<file path="config.mk">
export PLATFORM = sky130hd
export DESIGN_NAME = alu_stim_sequencer
export DESIGN_NICKNAME = d
export VERILOG_FILES = /design/src/rtl/alu_stim_pkg.sv /design/src/rtl/alu_stim_lfsr.sv /design/src/rtl/alu_stim_sequencer.sv
export SDC_FILE = /design/constraint.sdc
export NUM_CORES = 1
export LEC_CHECK = 0
export BUFFER_PORTS_ARGS = -buffer_cell sky130_fd_sc_hd__buf_2
export CORE_MARGIN = 3
export CORE_UTILIZATION = 60
export CTS_BUF_LIST = sky130_fd_sc_hd__clkbuf_4 sky130_fd_sc_hd__clkbuf_8
export DETAILED_ROUTE_END_ITERATION = 8
export PLACE_DENSITY_LB_ADDON = 0.12
export SLEW_MARGIN = 20
export SYNTH_ARGS = -nofsm -noshare
export SYNTH_HDL_FRONTEND = slang
export SYNTH_SLANG_ARGS = --single-unit
export TNS_END_PERCENT = 20
</file>
<file path="constraint.sdc">
create_clock -name clk -period 9.75 [get_ports clk]
set_input_delay 0.4875 -clock clk [delete_from_list [all_inputs] [get_ports clk]]
set_output_delay 0.4875 -clock clk [all_outputs]
set_load 0.03 [all_outputs]
</file>
<file path="src/rtl/alu_stim_pkg.sv">
// Shared types and helpers for the ALU stimulus sequencer: FSM states, mode codes,
// maximal-length Galois LFSR toggle masks and a population count.
package alu_stim_pkg;

  typedef enum logic [2:0] {
    ST_IDLE,
    ST_PRE,
    ST_RUN,
    ST_POST,
    ST_DONE
  } state_t;

  localparam logic MODE_EXH = 1'b0;
  localparam logic MODE_RND = 1'b1;

  // Right-shift Galois toggle masks; tap k of the polynomial maps to bit k-1.
  function automatic logic [31:0] lfsr_taps(input int n);
    case (n)
      4:       lfsr_taps = 32'h0000_000C;
      5:       lfsr_taps = 32'h0000_0014;
      6:       lfsr_taps = 32'h0000_0030;
      7:       lfsr_taps = 32'h0000_0060;
      8:       lfsr_taps = 32'h0000_00B8;
      9:       lfsr_taps = 32'h0000_0110;
      10:      lfsr_taps = 32'h0000_0240;
      11:      lfsr_taps = 32'h0000_0500;
      12:      lfsr_taps = 32'h0000_0E08;
      13:      lfsr_taps = 32'h0000_1C80;
      14:      lfsr_taps = 32'h0000_3802;
      15:      lfsr_taps = 32'h0000_6000;
      16:      lfsr_taps = 32'h0000_B400;
      default: lfsr_taps = 32'h0000_0000;
    endcase
  endfunction

  function automatic int unsigned popcount(input logic [63:0] v);
    popcount = 0;
    for (int i = 0; i < 64; i++) begin
      popcount += 32'(v[i]);
    end
  endfunction

endpackage

</file>
<file path="src/rtl/alu_stim_lfsr.sv">
// N-bit Galois LFSR; load takes priority over step, and an all-zero seed loads as 1
// so the register can never lock up.
module alu_stim_lfsr
  import alu_stim_pkg::*;
#(
  parameter int N = 10
) (
  input  logic         clk,
  input  logic         rst,
  input  logic         load,
  input  logic         step,
  input  logic [N-1:0] seed,
  output logic [N-1:0] state
);

  localparam logic [N-1:0] TAPS = N'(lfsr_taps(N));

  always_ff @(posedge clk or posedge rst) begin
    if (rst) begin
      state <= '0;
    end else if (load) begin
      state <= (seed == '0) ? N'(1) : seed;
    end else if (step) begin
      state <= (state >> 1) ^ (state[0] ? TAPS : '0);
    end
  end

endmodule

</file>
<file path="src/rtl/alu_stim_sequencer.sv">
// Start/done stimulus engine: exhaustive or LFSR sweep of {A,B,op}, each vector held H cycles,
// with a saturating Hamming-toggle accumulator on the DUT response as a power proxy.
module alu_stim_sequencer
  import alu_stim_pkg::*;
#(
  parameter int WIDTH       = 4,
  parameter int OP_W        = 2,
  parameter int RESP_W      = 7,
  parameter int HOLD_W      = 4,
  parameter int PRE_CYCLES  = 2,
  parameter int POST_CYCLES = 10,
  parameter int CNT_W       = 32
) (
  input  logic                      clk,
  input  logic                      rst,
  input  logic                      start,
  input  logic                      abort,
  input  logic                      mode,
  input  logic [2*WIDTH+OP_W-1:0]   seed,
  input  logic [HOLD_W-1:0]         hold_cycles,
  input  logic [RESP_W-1:0]         resp,
  output logic [WIDTH-1:0]          stim_a,
  output logic [WIDTH-1:0]          stim_b,
  output logic [OP_W-1:0]           stim_op,
  output logic                      stim_valid,
  output logic [2*WIDTH+OP_W-1:0]   vec_index,
  output logic                      busy,
  output logic                      done,
  output logic [CNT_W-1:0]          toggle_count
);

  localparam int N      = 2 * WIDTH + OP_W;
  localparam int PH_MAX = (PRE_CYCLES > POST_CYCLES) ? PRE_CYCLES : POST_CYCLES;
  localparam int PH_W   = (PH_MAX < 2) ? 1 : $clog2(PH_MAX);
  localparam logic [N-1:0] LAST_EXH = '1;
  localparam logic [N-1:0] LAST_RND = LAST_EXH - N'(1);

  state_t            state, state_nxt;
  logic              mode_q;
  logic [HOLD_W-1:0] hold_q, hold_cnt;
  logic [PH_W-1:0]   phase_cnt;
  logic [N-1:0]      vec_q, lfsr_state;
  logic [RESP_W-1:0] resp_q;
  logic              resp_primed;
  logic [CNT_W:0]    tog_sum;
  logic              go, vec_done, last_vec, pre_done, post_done, lfsr_load, lfsr_step;

  assign go        = start && !abort;
  assign vec_done  = (hold_cnt == hold_q - HOLD_W'(1));
  assign last_vec  = (vec_q == ((mode_q == MODE_RND) ? LAST_RND : LAST_EXH));
  assign pre_done  = (phase_cnt == PH_W'(PRE_CYCLES - 1));
  assign post_done = (phase_cnt == PH_W'(POST_CYCLES - 1));
  assign lfsr_load = (state == ST_IDLE) && go;
  assign lfsr_step = (state == ST_RUN) && !abort && vec_done && !last_vec && (mode_q == MODE_RND);

  // vec_q is the ordinal in both modes; in random mode the LFSR supplies the vector word.
  assign vec_index = vec_q;
  assign {stim_a, stim_b, stim_op} = (mode_q == MODE_RND) ? lfsr_state : vec_q;

  assign tog_sum = {1'b0, toggle_count} + (CNT_W+1)'(popcount(64'(resp ^ resp_q)));

  alu_stim_lfsr #(.N(N)) u_lfsr (
    .clk   (clk),
    .rst   (rst),
    .load  (lfsr_load),
    .step  (lfsr_step),
    .seed  (seed),
    .state (lfsr_state)
  );

  always_ff @(posedge clk or posedge rst) begin
    if (rst) state <= ST_IDLE;
    else     state <= state_nxt;
  end

  always_comb begin
    state_nxt  = state;
    busy       = 1'b0;
    done       = 1'b0;
    stim_valid = 1'b0;
    unique case (state)
      ST_IDLE: if (go) state_nxt = (PRE_CYCLES == 0) ? ST_RUN : ST_PRE;
      ST_PRE: begin
        busy = 1'b1;
        if (pre_done) state_nxt = ST_RUN;
      end
      ST_RUN: begin
        busy       = 1'b1;
        stim_valid = 1'b1;
        if (vec_done && last_vec) state_nxt = (POST_CYCLES == 0) ? ST_DONE : ST_POST;
      end
      ST_POST: begin
        busy = 1'b1;
        if (post_done) state_nxt = ST_DONE;
      end
      ST_DONE: begin
        done      = 1'b1;
        state_nxt = ST_IDLE;
      end
      default: state_nxt = ST_IDLE;
    endcase
    if (abort) state_nxt = ST_IDLE;
  end

  // Datapath freezes on abort so stimulus and toggle_count keep their last values.
  always_ff @(posedge clk or posedge rst) begin
    if (rst) begin
      mode_q       <= MODE_EXH;
      hold_q       <= '0;
      hold_cnt     <= '0;
      phase_cnt    <= '0;
      vec_q        <= '0;
      resp_q       <= '0;
      resp_primed  <= 1'b0;
      toggle_count <= '0;
    end else if (!abort) begin
      unique case (state)
        ST_IDLE: if (start) begin
          mode_q       <= mode;
          hold_q       <= (hold_cycles == '0) ? HOLD_W'(1) : hold_cycles;
          hold_cnt     <= '0;
          phase_cnt    <= '0;
          vec_q        <= '0;
          resp_primed  <= 1'b0;
          toggle_count <= '0;
        end
        ST_PRE: phase_cnt <= pre_done ? '0 : phase_cnt + PH_W'(1);
        ST_RUN: begin
          if (vec_done) begin
            hold_cnt <= '0;
            if (!last_vec) vec_q <= vec_q + N'(1);
          end else begin
            hold_cnt <= hold_cnt + HOLD_W'(1);
          end
        end
        ST_POST: phase_cnt <= phase_cnt + PH_W'(1);
        default: ;
      endcase
      if (state == ST_RUN || state == ST_POST) begin
        resp_q      <= resp;
        resp_primed <= 1'b1;
        if (resp_primed) toggle_count <= tog_sum[CNT_W] ? '1 : tog_sum[CNT_W-1:0];
      end
    end
  end

endmodule

</file>
==> impl_metrics.py <==
metrics = {
    "global_routing": {
        "grt.overflow.total": 0,
        "global_route_wire_length_before_repair_mm": 18.4,
        "global_route_usage_over_all_layers_pct": 26.7,
        "initial_antenna_violation_count": 0,
        "pin_count_of_the_biggest_net_entering_global_routing": 77,
        "first_global_vias": 3832,
    },
    "setup_path": {
        "slowest_stage": "fa_1",
        "start_kind": "register",
        "critical_path.n_buffers_inverters": 2,
        "worst_path_largest_cell_delay_ns": 0.54,
        "cp_common_cell": "fa_1",
        "criticalPathCategory": "register to register",
        "worst_setup_path_end_kind": "register",
        "critPathRequiredTime_ns": 9.99,
        "wp_data_arrival_ns": 4.53,
        "path_cells": "xor2_1 > fa_1 > fa_1 > inv_1 > fa_1 > inv_1 > ha_1 > fa_1 > a21o_1 > a22o_1 > nand3_1 > a21oi_1 > o221a_2",
        "critical_path_peak_fanout": 11,
        "critPathTopFamily": "adder cells",
    },
    "worst_hold_path": {
        "holdCritPathClass": "input pin to register",
    },
    "cells_and_area": {
        "sequential_cell_area_sq_mm": 0.00190,
        "layout-drive-gt1-share_pct": 23.6,
        "fin_util_pct": 72.9,
        "n_fill_cell": 590,
        "area_delta_synth_final_pct": 13.6,
        "multi_input_combinational_cell_area_sq_mm": 0.00246,
        "fin_nets": 594,
        "num_antenna_cells": 0,
    },
    "route": {
        "detailed_route_drc_error_count": 0,
        "wirelength_mm": 10.9,
        "routedWlPerCell_um": 16.7,
        "initialDrtViolationCount": 253,
        "route.vias.total": 4013,
        "ant_nets": 0,
        "detail_route.first_pass.iterations": 7,
        "viasPerCell": 6.15,
    },
    "placed_design": {
        "portBuffers": 80,
        "post-dp-hpwl_mm": 7.74,
        "place_congestion": 0.910,
    },
    "synthesis": {
        "netlist-cell-type-count": 57,
        "yosys.area.top_type_share_pct": 42.2,
        "synth_area_sq_mm": 0.00450,
        "netlist.top_cell.by_area": "dfrtp_1",
        "synth_nets": 521,
        "netlist_instances": 479,
        "postSynth.asyncResetShare_pct": 100,
        "sequential_share_of_the_synthesized_area_pct": 42.2,
        "synthTopCellsByArea": "dfrtp_1 (42%), mux2_2 (4.3%), nand2_1 (4.1%)",
        "synth_flop_cell": "dfrtp_1",
        "yosys_reg_bits": 76,
        "postSynthAreaPerCell_sq_um": 9.40,
        "ys_warn_count": 0,
        "synth_enable_flop_cells": 0,
    },
    "die": {
        "die_area_sq_mm": 0.00858,
        "core_area_sq_mm": 0.00702,
        "number_of_placement_rows": 30,
        "die-height_um": 92.6,
        "starting_density_of_the_core_pct": 64.2,
        "pin_count": 81,
        "fp.dieW_um": 92.6,
    },
    "timing": {
        "period_minus_ws_final_ns": 4.29,
        "final_max_slew_viol_count": 0,
        "finalSetupViolations": 0,
        "headroom_to_the_max_slew_limit_pct": 37.3,
        "clock_skew_ns": 0.00905,
        "worst_slew_pin_slew_ns": 0.941,
        "hold_viol_final": 0,
        "rsz0062_at_grt": "no",
        "totalNegativeSetupSlack_ns": 0,
        "worst_hold_margin_ns": 0.327,
        "period_share_pct": 44.0,
        "fmax_mhz": 233,
    },
    "clocking": {
        "cts_hold_repair.buffers": 0,
        "postCtsResizedCells": 0,
        "path_clk_slew_ns": 0.08,
        "postCtsSetupRepairBufs": 0,
        "clockRootBuffer": "clkbuf_8",
        "clkLatencyLatePin_ns": 0.35,
        "cts.sinks": 76,
        "cts_max_level": 3,
        "tritoncts_clock_tree": "yes",
        "max-clock-path-buffers": 2,
        "cts_buffers": 9,
    },
    "power": {
        "standby_leakage_power_nw": 2.49,
        "total_power_mw": 0.965,
        "powerDensity_mw_per_mm2": 189,
        "worst_ir_drop_vdd_mv": 0.201,
    },
    "outcome": {
        "status": "finished, final reports clean",
    },
    "job": {
        "drv_cap": 0,
    },
}
final cells by class:
type                            count  area share [%]
Multi-Input combinational cell    368            48.0
Sequential cell                    76            37.2
Timing Repair Buffer               83            8.27
Clock buffer                       10            2.57
Tap cell                           96            2.35
Inverter                           14            1.03
Clock inverter                      5           0.587
report_power, final:
| part | internal (mW) | switching (mW) | leakage (nW) |
|---|---|---|---|
| Combinational | 0.157 | 0.199 | 1.39 |
| Sequential | 0.358 | 0.0464 | 1.02 |
| Clock | 0.0924 | 0.113 | 0.0813 |
| Total | 0.607 | 0.358 | 2.49 |
final timing paths:
check / start / endpoint / slack [ns] / cells after the start
max: resp_q[0] / toggle_count[11] / 5.46 / 13
min: mode / mode_q / 0.33 / 3
max reg2reg: resp_q[0] / toggle_count[11] / 5.46 / 13
min reg2reg: resp_primed / resp_primed / 0.48 / 1
max in group asynchronous: rst / resp_q[2] / 8.71 / 3
min in group asynchronous: rst / toggle_count[13] / 0.43 / 3
cells by family after synthesis:
logic type               after synthesis  synth area share [%]
XOR/XNOR                              27                  5.25
flip-flops                            76                  42.2
adder cells (fa/ha/maj)               16                  5.11
multiplexers                          26                  6.25
AO/OA/AOI/OAI                        107                  15.3
AND/OR/NAND/NOR                      192                  22.6
buffers and inverters                 35                  3.22
tightest hold or removal path: cells and delay by family:
kind                   cells  cell delay, ns
and+or+nand+nor            2            0.08
buffers and inverters      1            0.07
placed cells by master (no fill, tap or decap), types with 3 or more instances in the layout:
cell type  Yosys  final
a21oi_1       21     21
nor2_1        44     44
dfrtp_1       76     76
mux2_2        17     17
nand2b_1       3      3
xnor2_1       10     10
a21o_1         5      5
nand3b_1       4      4
clkinv_2       0      3
buf_2          5     80
o21ai_0       36     36
buf_4          0      3
xor2_1        17     17
nand4_1       10     10
a311oi_1       3      3
and4_1         7      7
nor2b_1        5      5
and2_1         6      6
nand2_1       49     49
and3_1        14     14
a31oi_1       13     13
mux2i_1        9      9
clkbuf_8       0      9
fa_1           4      4
inv_1         14     13
nor3_1        15     15
a211oi_1       7      7
ha_1          12     12
nand3_1       17     17
metrics by stage:
step                setup slack (ns)  instances  area, sq um
finish                          5.46        652         5110
global route                    5.22        652         5110
CTS                             5.45        652         5110
detailed placement              5.26        637         4950
global placement                5.30        637         4950
floorplan                       5.54        479         4500
sequential cells by signal, summed over array words and instances (netlist names):
register	cells
resp_primed	1
mode_q	1
u_lfsr.state	10
vec_index	10
hold_q	4
state	3
hold_cnt	4
toggle_count	32
phase_cnt	4
resp_q	7
synthesized netlist by cell type, drive strengths merged (3+ instances only):
library cell	number
and3	14
and2	6
a21o	5
or3	4
nand2	51
nand3b	4
buf	7
nand3	17
nand2b	3
inv	14
mux2	17
o21ai	37
a211oi	7
a31oi	13
nand4	10
a21oi	21
nor3	17
nor2	45
nor4	4
ha	12
nor2b	5
xnor2	10
a311oi	3
clkbuf	14
xor2	17
mux2i	9
fa	4
and4	7
dfrtp	76
layer usage:
layer / global-route usage [%] / part of all wire, %
met1: 35.6 / 44
met2: 44.7 / 48
met3: 5.04 / 6.9
met4: 7.45 / 1.2
met5: 0 / 0
Power figures use the tool's default switching activity.
